--- config.mk ---
export PLATFORM = sky130hd
export DESIGN_NAME = load_store_unit
export DESIGN_NICKNAME = d
export VERILOG_FILES = /design/src/rtl/core_pkg.sv /design/src/rtl/load_align.sv /design/src/rtl/load_store_unit.sv
export SDC_FILE = /design/constraint.sdc
export NUM_CORES = 1
export LEC_CHECK = 0
export CORE_MARGIN = 8
export CORE_UTILIZATION = 45
export CTS_CLUSTER_DIAMETER = 100
export CTS_CLUSTER_SIZE = 14
export DETAILED_ROUTE_END_ITERATION = 10
export PLACE_DENSITY = 0.8
export SYNTH_ARGS = -nofsm -noshare
export SYNTH_HDL_FRONTEND = slang
export SYNTH_SLANG_ARGS = --single-unit
--- constraint.sdc ---
create_clock -name clk -period 10.32 [get_ports clk]
set_input_delay 2.064 -clock clk [delete_from_list [all_inputs] [get_ports clk]]
set_output_delay 2.064 -clock clk [all_outputs]
set_load 0.1 [all_outputs]
--- src/rtl/core_pkg.sv ---
// Shared RV32I core definitions: funct3 load/store encodings, LSU state
// encoding, byte-enable patterns and access-size decode helpers.
package core_pkg;

  localparam logic [2:0] F3_LB  = 3'b000;
  localparam logic [2:0] F3_LH  = 3'b001;
  localparam logic [2:0] F3_LW  = 3'b010;
  localparam logic [2:0] F3_LBU = 3'b100;
  localparam logic [2:0] F3_LHU = 3'b101;
  localparam logic [2:0] F3_SB  = 3'b000;
  localparam logic [2:0] F3_SH  = 3'b001;
  localparam logic [2:0] F3_SW  = 3'b010;

  localparam logic [3:0] BE_BYTE    = 4'b0001;
  localparam logic [3:0] BE_HALF_LO = 4'b0011;
  localparam logic [3:0] BE_HALF_HI = 4'b1100;
  localparam logic [3:0] BE_WORD    = 4'b1111;

  typedef enum logic [1:0] {
    IDLE      = 2'd0,
    WAIT_GNT  = 2'd1,
    WAIT_RESP = 2'd2
  } lsu_state_e;

  typedef enum logic [1:0] {
    SZ_BYTE = 2'd0,
    SZ_HALF = 2'd1,
    SZ_WORD = 2'd2
  } acc_size_e;

  // Reserved load encodings fall through to a full word.
  function automatic acc_size_e load_size(input logic [2:0] f3);
    case (f3)
      F3_LB, F3_LBU: return SZ_BYTE;
      F3_LH, F3_LHU: return SZ_HALF;
      default:       return SZ_WORD;
    endcase
  endfunction

  // Reserved store encodings (including 1xx) fall through to a full word.
  function automatic acc_size_e store_size(input logic [2:0] f3);
    case (f3)
      F3_SB:   return SZ_BYTE;
      F3_SH:   return SZ_HALF;
      default: return SZ_WORD;
    endcase
  endfunction

  function automatic logic is_misaligned(input acc_size_e sz, input logic [1:0] lo);
    case (sz)
      SZ_HALF: return lo[0];
      SZ_WORD: return (lo != 2'b00);
      default: return 1'b0;
    endcase
  endfunction

endpackage

--- src/rtl/load_align.sv ---
// Load data alignment: selects the addressed byte/halfword from the bus word
// and sign- or zero-extends it according to funct3.
module load_align
  import core_pkg::*;
(
  input  logic [31:0] rdata,
  input  logic [2:0]  funct3,
  input  logic [1:0]  addr_lo,
  output logic [31:0] data
);

  logic [7:0]  byte_sel;
  logic [15:0] half_sel;

  // Lane select followed by extension; bit 2 of funct3 marks unsigned loads.
  always_comb begin
    case (addr_lo)
      2'd0:    byte_sel = rdata[7:0];
      2'd1:    byte_sel = rdata[15:8];
      2'd2:    byte_sel = rdata[23:16];
      default: byte_sel = rdata[31:24];
    endcase
    half_sel = addr_lo[1] ? rdata[31:16] : rdata[15:0];
    case (load_size(funct3))
      SZ_BYTE: data = funct3[2] ? {24'h000000, byte_sel} : {{24{byte_sel[7]}}, byte_sel};
      SZ_HALF: data = funct3[2] ? {16'h0000, half_sel} : {{16{half_sel[15]}}, half_sel};
      default: data = rdata;
    endcase
  end

endmodule

--- src/rtl/load_store_unit.sv ---
// Memory-stage load/store unit: req/gnt/rvalid data-bus master with pipeline
// stall and aligned load result. Optional LSU_MISALIGN_TRAP_EN adds misalign_o.
module load_store_unit
  import core_pkg::*;
#(
  parameter int ADDR_W = 32,
  parameter int DATA_W = 32
) (
  input  logic              clk,
  input  logic              reset,
  input  logic              mem_read_i,
  input  logic              mem_write_i,
  input  logic [2:0]        funct3_i,
  input  logic [ADDR_W-1:0] addr_i,
  input  logic [DATA_W-1:0] wdata_i,
  output logic              dbus_req_o,
  output logic              dbus_we_o,
  output logic [ADDR_W-1:0] dbus_addr_o,
  output logic [3:0]        dbus_be_o,
  output logic [DATA_W-1:0] dbus_wdata_o,
  input  logic              dbus_gnt_i,
  input  logic              dbus_rvalid_i,
  input  logic [DATA_W-1:0] dbus_rdata_i,
  output logic              lsu_stall_o,
  output logic [DATA_W-1:0] mem_o,
  output logic              mem_valid_o
`ifdef LSU_MISALIGN_TRAP_EN
  ,
  output logic              misalign_o
`endif
);

  lsu_state_e        state, next_state;
  logic              req_we;
  logic [2:0]        req_f3;
  logic [ADDR_W-1:0] req_addr;
  logic [DATA_W-1:0] req_wdata;
  logic              access, misaligned, issue, bus_active, stall_raw, load_done;
  logic              cur_we;
  logic [2:0]        cur_f3;
  logic [ADDR_W-1:0] cur_addr;
  logic [DATA_W-1:0] cur_wdata;
  logic [31:0]       aligned;

  assign access = mem_read_i | mem_write_i;
`ifdef LSU_MISALIGN_TRAP_EN
  assign misaligned = is_misaligned(mem_write_i ? store_size(funct3_i) : load_size(funct3_i),
                                    addr_i[1:0]);
`else
  assign misaligned = 1'b0;
`endif
  assign issue      = access & ~misaligned;
  // Reset gates the bus so a request drops the instant reset asserts.
  assign bus_active = ~reset & (((state == IDLE) & issue) | (state == WAIT_GNT));
  assign load_done  = (state == WAIT_RESP) & dbus_rvalid_i;

  // In IDLE the bus follows the pipeline inputs; afterwards the latched request.
  always_comb begin
    if (state == IDLE) begin
      cur_we    = mem_write_i;
      cur_f3    = funct3_i;
      cur_addr  = addr_i;
      cur_wdata = wdata_i;
    end else begin
      cur_we    = req_we;
      cur_f3    = req_f3;
      cur_addr  = req_addr;
      cur_wdata = req_wdata;
    end
  end

  // Bus encoding: word address, byte enables and lane-replicated store data.
  always_comb begin
    dbus_req_o   = bus_active;
    dbus_we_o    = 1'b0;
    dbus_addr_o  = '0;
    dbus_be_o    = 4'b0000;
    dbus_wdata_o = '0;
    if (bus_active) begin
      dbus_we_o   = cur_we;
      dbus_addr_o = {cur_addr[ADDR_W-1:2], 2'b00};
      if (cur_we) begin
        case (store_size(cur_f3))
          SZ_BYTE: begin
            dbus_be_o    = BE_BYTE << cur_addr[1:0];
            dbus_wdata_o = {4{cur_wdata[7:0]}};
          end
          SZ_HALF: begin
            dbus_be_o    = cur_addr[1] ? BE_HALF_HI : BE_HALF_LO;
            dbus_wdata_o = {2{cur_wdata[15:0]}};
          end
          default: begin
            dbus_be_o    = BE_WORD;
            dbus_wdata_o = cur_wdata;
          end
        endcase
      end else begin
        dbus_be_o = BE_WORD;
      end
    end else begin
      dbus_we_o = 1'b0;
    end
  end

  // Next state and raw stall; a store completes on gnt, a load on rvalid.
  always_comb begin
    next_state = state;
    stall_raw  = 1'b0;
    case (state)
      IDLE: begin
        if (issue) begin
          stall_raw = ~(mem_write_i & dbus_gnt_i);
          if (dbus_gnt_i) begin
            next_state = mem_write_i ? IDLE : WAIT_RESP;
          end else begin
            next_state = WAIT_GNT;
          end
        end else begin
          next_state = IDLE;
        end
      end
      WAIT_GNT: begin
        stall_raw = ~(req_we & dbus_gnt_i);
        if (dbus_gnt_i) begin
          next_state = req_we ? IDLE : WAIT_RESP;
        end else begin
          next_state = WAIT_GNT;
        end
      end
      WAIT_RESP: begin
        stall_raw = ~dbus_rvalid_i;
        if (dbus_rvalid_i) begin
          next_state = IDLE;
        end else begin
          next_state = WAIT_RESP;
        end
      end
      default: next_state = IDLE;
    endcase
  end

  assign lsu_stall_o = stall_raw & ~reset;

  // State register.
  always_ff @(posedge clk or posedge reset) begin
    if (reset) state <= IDLE;
    else       state <= next_state;
  end

  // Request register, captured whenever an access is accepted in IDLE.
  always_ff @(posedge clk or posedge reset) begin
    if (reset) begin
      req_we    <= 1'b0;
      req_f3    <= 3'b000;
      req_addr  <= '0;
      req_wdata <= '0;
    end else if ((state == IDLE) && issue) begin
      req_we    <= mem_write_i;
      req_f3    <= funct3_i;
      req_addr  <= addr_i;
      req_wdata <= wdata_i;
    end
  end

  load_align u_load_align (
    .rdata   (dbus_rdata_i),
    .funct3  (req_f3),
    .addr_lo (req_addr[1:0]),
    .data    (aligned)
  );

  // Load result register and its one-cycle valid pulse.
  always_ff @(posedge clk or posedge reset) begin
    if (reset) begin
      mem_o       <= '0;
      mem_valid_o <= 1'b0;
    end else begin
      mem_valid_o <= load_done;
      if (load_done) mem_o <= aligned;
    end
  end

`ifdef LSU_MISALIGN_TRAP_EN
  // Misalignment flag, pulsed the cycle after a rejected access.
  always_ff @(posedge clk or posedge reset) begin
    if (reset) misalign_o <= 1'b0;
    else       misalign_o <= (state == IDLE) & access & misaligned;
  end
`endif

endmodule

==> out/metrics.cfg, run 1 <==
[sta]
tightest_slew_ns = 1.157
maxSlewHeadroom = 0.2287
drv_slew = 0
fin_crit_ns = 7.338
final.setup_skew_ns = 0.009799
setup_viol = 0
period_share = 0.7110
setup_slack_ns = 2.982
rsz0062_at_grt = false
final_hold_viol_count = 0
tns_ns = 0
max_freq_mhz = 136.3

[worst_hold_path]
worst_hold_path.num_cells = 2
hold_path_class = reg2reg

[clock_network]
path_clk_slew_ns = 0.06
cts_buffers = 9
h-tree-depth = 3
cts_max_path_buffers = 2
root_buffer = clkbuf_16
worstSkewPairLatency_ns = 0.35
cts_hold_buffers = 0
clock_sinks = 103
post_cts_buffers = 0
cts_tree = yes
ctsResizeCount = 0

[global_route]
grt_overflow_total = 0
grt_antenna_before_repair = 0
grt_max_degree = 82
track_usage = 0.2224
grt_pass1_wl_um = 29660
grt_pass1_vias = 5636

[routing]
firstDrtPassIters = 5
drc = 0
postRouteWirelength_um = 19150
routed_via_density = 5.608
post_drt_wl_per_cell_um = 19.13
vias = 5614
drtAntennaViolNets = 0
drt_iter0_drc = 602

[setup_path]
cp.depth = 7
r2r_cells = 5
critical_path_required_ns = 8.26
crit_top_cell = clkdlybuf4s50_1
crit_arrival_ns = 5.27
path_buf_inv = 3
crit_fanout = 25
cpPeakStageDelay_ns = 1.13
critPathCaptureType = primary output
path_delay_family = buffers and inverters
critPathKind = in2out
path_cells = clkdlybuf4s50_1 > mux2i_1 > or3_1 > inv_1 > and2_1 > mux2_2 > clkdlybuf4s50_1
crit_path_top_delay_cell = clkdlybuf4s50_1
critPathLaunchType = primary input

[final_layout]
antenna_cells = 0
area_delta_synth_final_pct = 40.52
drive_gt1_frac = 0.1430
final_util = 0.6386
design.final.nets = 925

[synthesis]
synth-seq-cells = 103
seq_area_frac_synth = 0.4351
synth_top_area_share = 0.4351
synthTopCellsByArea = dfrtp_1, mux2_2, nand2_1, a21oi_1, mux2i_1
synth_ff_type = dfrtp_1
synth_edf_count = 0
synth.distinct_cells = 46
syn_avg_cell_area_sq_um = 9.113
syn_area_sq_um = 5923
ys_warn_count = 0
synth_cells = 650
synthArstFlopShare = 1.000
yosysTopAreaCell = dfrtp_1

[power_and_ir_drop]
pwr-share-seq = 0.249
cellLeakagePower_nw = 3.438
power_w = 0.003019
ir_worst_vdd_v = 0.0002104
p_comb_frac = 0.626
pwr-share-clk = 0.124
swShare = 0.5525
p_int_w = 0.001351
switching_power_w = 0.001668
power.density_nw_per_um2 = 362.8

[floorplan]
die_h_um = 130.7
core-area_sq_um = 13030
dieArea_sq_um = 17090
start_util = 0.4545
ios = 209
row_count = 42
die_width_um = 130.7

[status]
outcome = finished clean

[placed_design]
dpl_worst_slack_ns = 3.029
dp_hpwl_um = 13960
place_congestion = 0.8742
io_buffer_count = 206

[flow_run]
drv_cap = 0

cells by family (layout without fill, tap and decap cells):
kind of cell / after synthesis / after routing / share of synthesized area
flip-flops: 103 / 103 / 0.4351
AND/OR/NAND/NOR: 246 / 246 / 0.1732
buffers and inverters: 58 / 232 / 0.04584
multiplexers: 110 / 110 / 0.2049
other: 1 / 2 / 0.0006331
AO/OA/AOI/OAI: 132 / 132 / 0.1403
power by group through the flow:
stage | Clock (W) | Sequential, W | Combinational [W]
6_report | 0.000375 | 0.000753 | 0.00189
2_1_floorplan | 0 | 0.00114 | 0.00106
5_1_grt | 0.000395 | 0.000781 | 0.00198
3_3_place_gp | 0 | 0.000741 | 0.00187
4_1_cts | 0.000382 | 0.000749 | 0.00190
3_5_place_dp | 0 | 0.000756 | 0.00189
routing by layer:
layer / part of all wire / global-route usage
met1: 0.39 / 0.2669
met2: 0.47 / 0.3640
met3: 0.11 / 0.06981
met4: 0.026 / 0.09048
met5: 0 / 0
worst paths after layout:
check,from,to,slack (ns)
setup / recovery,mem_write_i,dbus_wdata_o[8],2.98
hold / removal,mem_o[0],mem_o[0],0.49
setup reg to reg,state[1],mem_o[27],6.80
hold reg to reg,mem_o[0],mem_o[0],0.49
max in group asynchronous,reset,req_wdata[1],6.89
min in group asynchronous,reset,req_wdata[15],2.10
worst reg2reg max path, stage by stage, from the launching register on:
cell	delay (ns)
dfrtp_1	0.62
nand3b_1	0.68
inv_1	0.98
o221ai_1	0.31
o21ai_2	0.61
a21oi_1	0.16
layout by cell type, fill, tap and decap left out, types with 2 or more instances in the layout:
cell type	instances
o22ai_1	4
a22oi_1	7
o31ai_1	4
dfrtp_1	103
nor2b_1	3
mux2i_1	20
bufinv_16	2
a221oi_1	2
conb_1	2
nand2_1	179
clkdlybuf4s50_1	206
o221ai_1	4
nor2_1	35
a21oi_1	72
and2_1	8
a311oi_1	18
clkbuf_8	2
nor3_1	3
o21ai_0	14
clkbuf_1	2
buf_4	4
or3_1	3
mux2_2	90
clkbuf_16	9
inv_1	5
nor2_4	2
cell type report:
type,instances,area (sq um)
clock inverter,3,65.06
inverter,6,25.02
sequential,103,2577
clock buffer,13,260.3
fill,1055,4710
timing repair buffer,210,2092
multi-input combinational,490,3083
tap,176,220.2
sequential cells by signal, indices dropped and copies added, names as in the netlist:
name and flops:
req_wdata 32, req_addr 32, mem_valid_o 1, state 2, mem_o 32, req_we 1, req_f3 3
stage by stage:
stage / cell area, sq um / std cells / hold WS [ns]
floorplan: 5927 / 651 / 0.4805
global placement: 7998 / 985 / 0.4671
detailed placement: 7998 / 985 / 0.4870
global route: 8323 / 1001 / 0.5194
finish: 8323 / 1001 / 0.4924
CTS: 8323 / 1001 / 0.5044
synth_stat cells (2+ instances only):
master / number
mux2i_1: 20
dfrtp_1: 103
nor2b_1: 3
o221ai_1: 4
nand2_1: 179
nor3_1: 3
o21ai_0: 14
mux2_2: 90
and2_1: 8
nor2_1: 35
buf_2: 24
a311oi_1: 18
inv_1: 6
a221oi_1: 2
o22ai_1: 4
buf_4: 4
clkbuf_1: 22
a22oi_1: 7
a21oi_1: 72
or3_1: 3
o31ai_1: 4
Note: power is estimated with default switching activity, not from simulation.
==> inputs of run 2 (changes only) <==
Clock period 10.32 ns to 7.1 ns, I/O delays scaled along.
==> run 2 against run 1 <==
Compared with the run above:
- cell count is essentially flat
- routed wire length about the same
- utilization fell by 0.68 points
- critical path depth is 1 lower
- power rose by 42%
- via count fell by 0.64%
- clock skew decreased by 0.0035 ns
- die area unchanged
- global-route usage is essentially flat
==> out/metrics.cfg, run 2 (synthesis gave the netlist of run 1 again) <==
[floorplan]
dieArea_sq_um = 17090
die_width_um = 130.7
row_count = 42
die_h_um = 130.7
ios = 209
core-area_sq_um = 13030
start_util = 0.4545

[sta]
final_hold_viol_count = 0
rsz0062_at_grt = false
fin_crit_ns = 5.964
max_freq_mhz = 167.7
maxSlewHeadroom = 0.2142
period_share = 0.8400
setup_slack_ns = 1.136
final.setup_skew_ns = 0.006269
holdWs_ns = 0.4794
setup_viol = 0
drv_slew = 0
tns_ns = 0
tightest_slew_ns = 1.179

[final_layout]
top_regs = mem_o x32, req_addr x32, req_wdata x32
drive_gt1_frac = 0.1505
final_common_cell = clkdlybuf4s50_1
antenna_cells = 0
layout_common_cells = clkdlybuf4s50_1, nand2_1, dfrtp_1, mux2_2, a21oi_1
design.final.nets = 925
area_delta_synth_final_pct = 39.02

[setup_path]
rr_endpoint = mem_o[27]
crit_path_top_delay_cell = clkdlybuf4s50_1
crit_arrival_ns = 4.54
critPathLaunch = mem_write_i
critical_path_required_ns = 5.68
critPathCaptureType = primary output
crit_top_cell = clkdlybuf4s50_1
r2r_cells = 5
r2r_start = state[1]
cpPeakStageDelay_ns = 1.15
ff2ff_setup_slack_ns = 3.58
path_cells = clkdlybuf4s50_1 > mux2i_1 > or3_1 > inv_1 > and2_1 > clkdlybuf4s50_1
crit_fanout = 25
critPathLaunchType = primary input
critPathKind = in2out
crit_end = dbus_wdata_o[3]

[clock_network]
post_cts_buffers = 0
clock_sinks = 103
cts_tree = yes
worstSkewPairLatency_ns = 0.35
cts_buffers = 9
cts_hold_buffers = 0
ctsResizeCount = 0
h-tree-depth = 3
cts_max_path_buffers = 2
root_buffer = clkbuf_16
path_clk_slew_ns = 0.06

[placed_design]
io_buffer_count = 206
dp_hpwl_um = 13890
place_congestion = 0.8485
dpl_worst_slack_ns = 1.182

[worst_hold_path]
min_from = mem_o[4]
hold_path_class = reg2reg

[power_and_ir_drop]
cellLeakagePower_nw = 3.422
switching_power_w = 0.002417
pwr-share-seq = 0.254
power.density_nw_per_um2 = 521.7
swShare = 0.5628
p_comb_frac = 0.641
p_int_w = 0.001878
ir_worst_vdd_v = 0.0002485
pwr-share-clk = 0.105

[global_route]
grt_pass1_wl_um = 29880
grt_antenna_before_repair = 0
track_usage = 0.2225
grt_overflow_total = 0
grt_pass1_vias = 5813
grt_max_degree = 73

[routing]
post_drt_wl_per_cell_um = 19.16
routed_via_density = 5.578
vias = 5578
drt_iter0_drc = 489
firstDrtPassIters = 6
drtAntennaViolNets = 0
drc = 0
postRouteWirelength_um = 19160

[status]
outcome = finished clean

[flow_run]
drv_cap = 0

run 2: critical path: cells and delay by family:
family                 cells  cell delay (ns)
AND/OR/NAND/NOR            2             0.91
buffers and inverters      3             2.10
multiplexers               1             0.09
run 2: power groups by stage:
stage,combinational [W],sequential [W],clock [W]
6_report,0.00275,0.00109,0.000451
5_1_grt,0.00289,0.00113,0.000479
4_1_cts,0.00276,0.00109,0.000460
3_5_place_dp,0.00276,0.00110,0
3_3_place_gp,0.00272,0.00108,0
2_1_floorplan,0.00155,0.00166,0
run 2: cell type report:
| class | instances | area [sq um] |
|---|---|---|
| fill | 1091 | 4798 |
| multi-input combinational | 490 | 3083 |
| sequential | 103 | 2577 |
| timing repair buffer | 210 | 2069 |
| clock buffer | 14 | 254.0 |
| tap | 176 | 220.2 |
| inverter | 6 | 25.02 |
| clock inverter | 1 | 5.005 |
run 2: how the worst min path moves through the flow:
| stage | to | cells past startpoint | slack (ns) |
|---|---|---|---|
| 2_1_floorplan | req_addr[20] | 1 | 0.48 |
| 3_3_place_gp | mem_o[4] | 2 | 0.47 |
| 3_5_place_dp | mem_o[4] | 2 | 0.47 |
| 4_1_cts | mem_o[4] | 2 | 0.48 |
| 5_1_grt | mem_o[4] | 2 | 0.50 |
| 6_report | mem_o[4] | 2 | 0.48 |
run 2: per-layer routing:
layer | global-route usage | routed length (um) | up-vias
met5 | 0 | 0 | -
met4 | 0.09048 | 483 | 0
met3 | 0.08036 | 2136 | 34
met2 | 0.3634 | 8937 | 277
met1 | 0.2612 | 7599 | 2685
li1 | - | - | 2582
run 2: through the flow:
stage	power (W)	instance area (sq um)	utilization	instances
finish	0.004295	8234	0.6318	1000
global route	0.004497	8234	0.6318	1000
CTS	0.004312	8234	0.6318	1000
detailed placement	0.003852	7975	0.6119	985
global placement	0.003796	7975	0.6119	985
floorplan	0.003203	5927	-	651
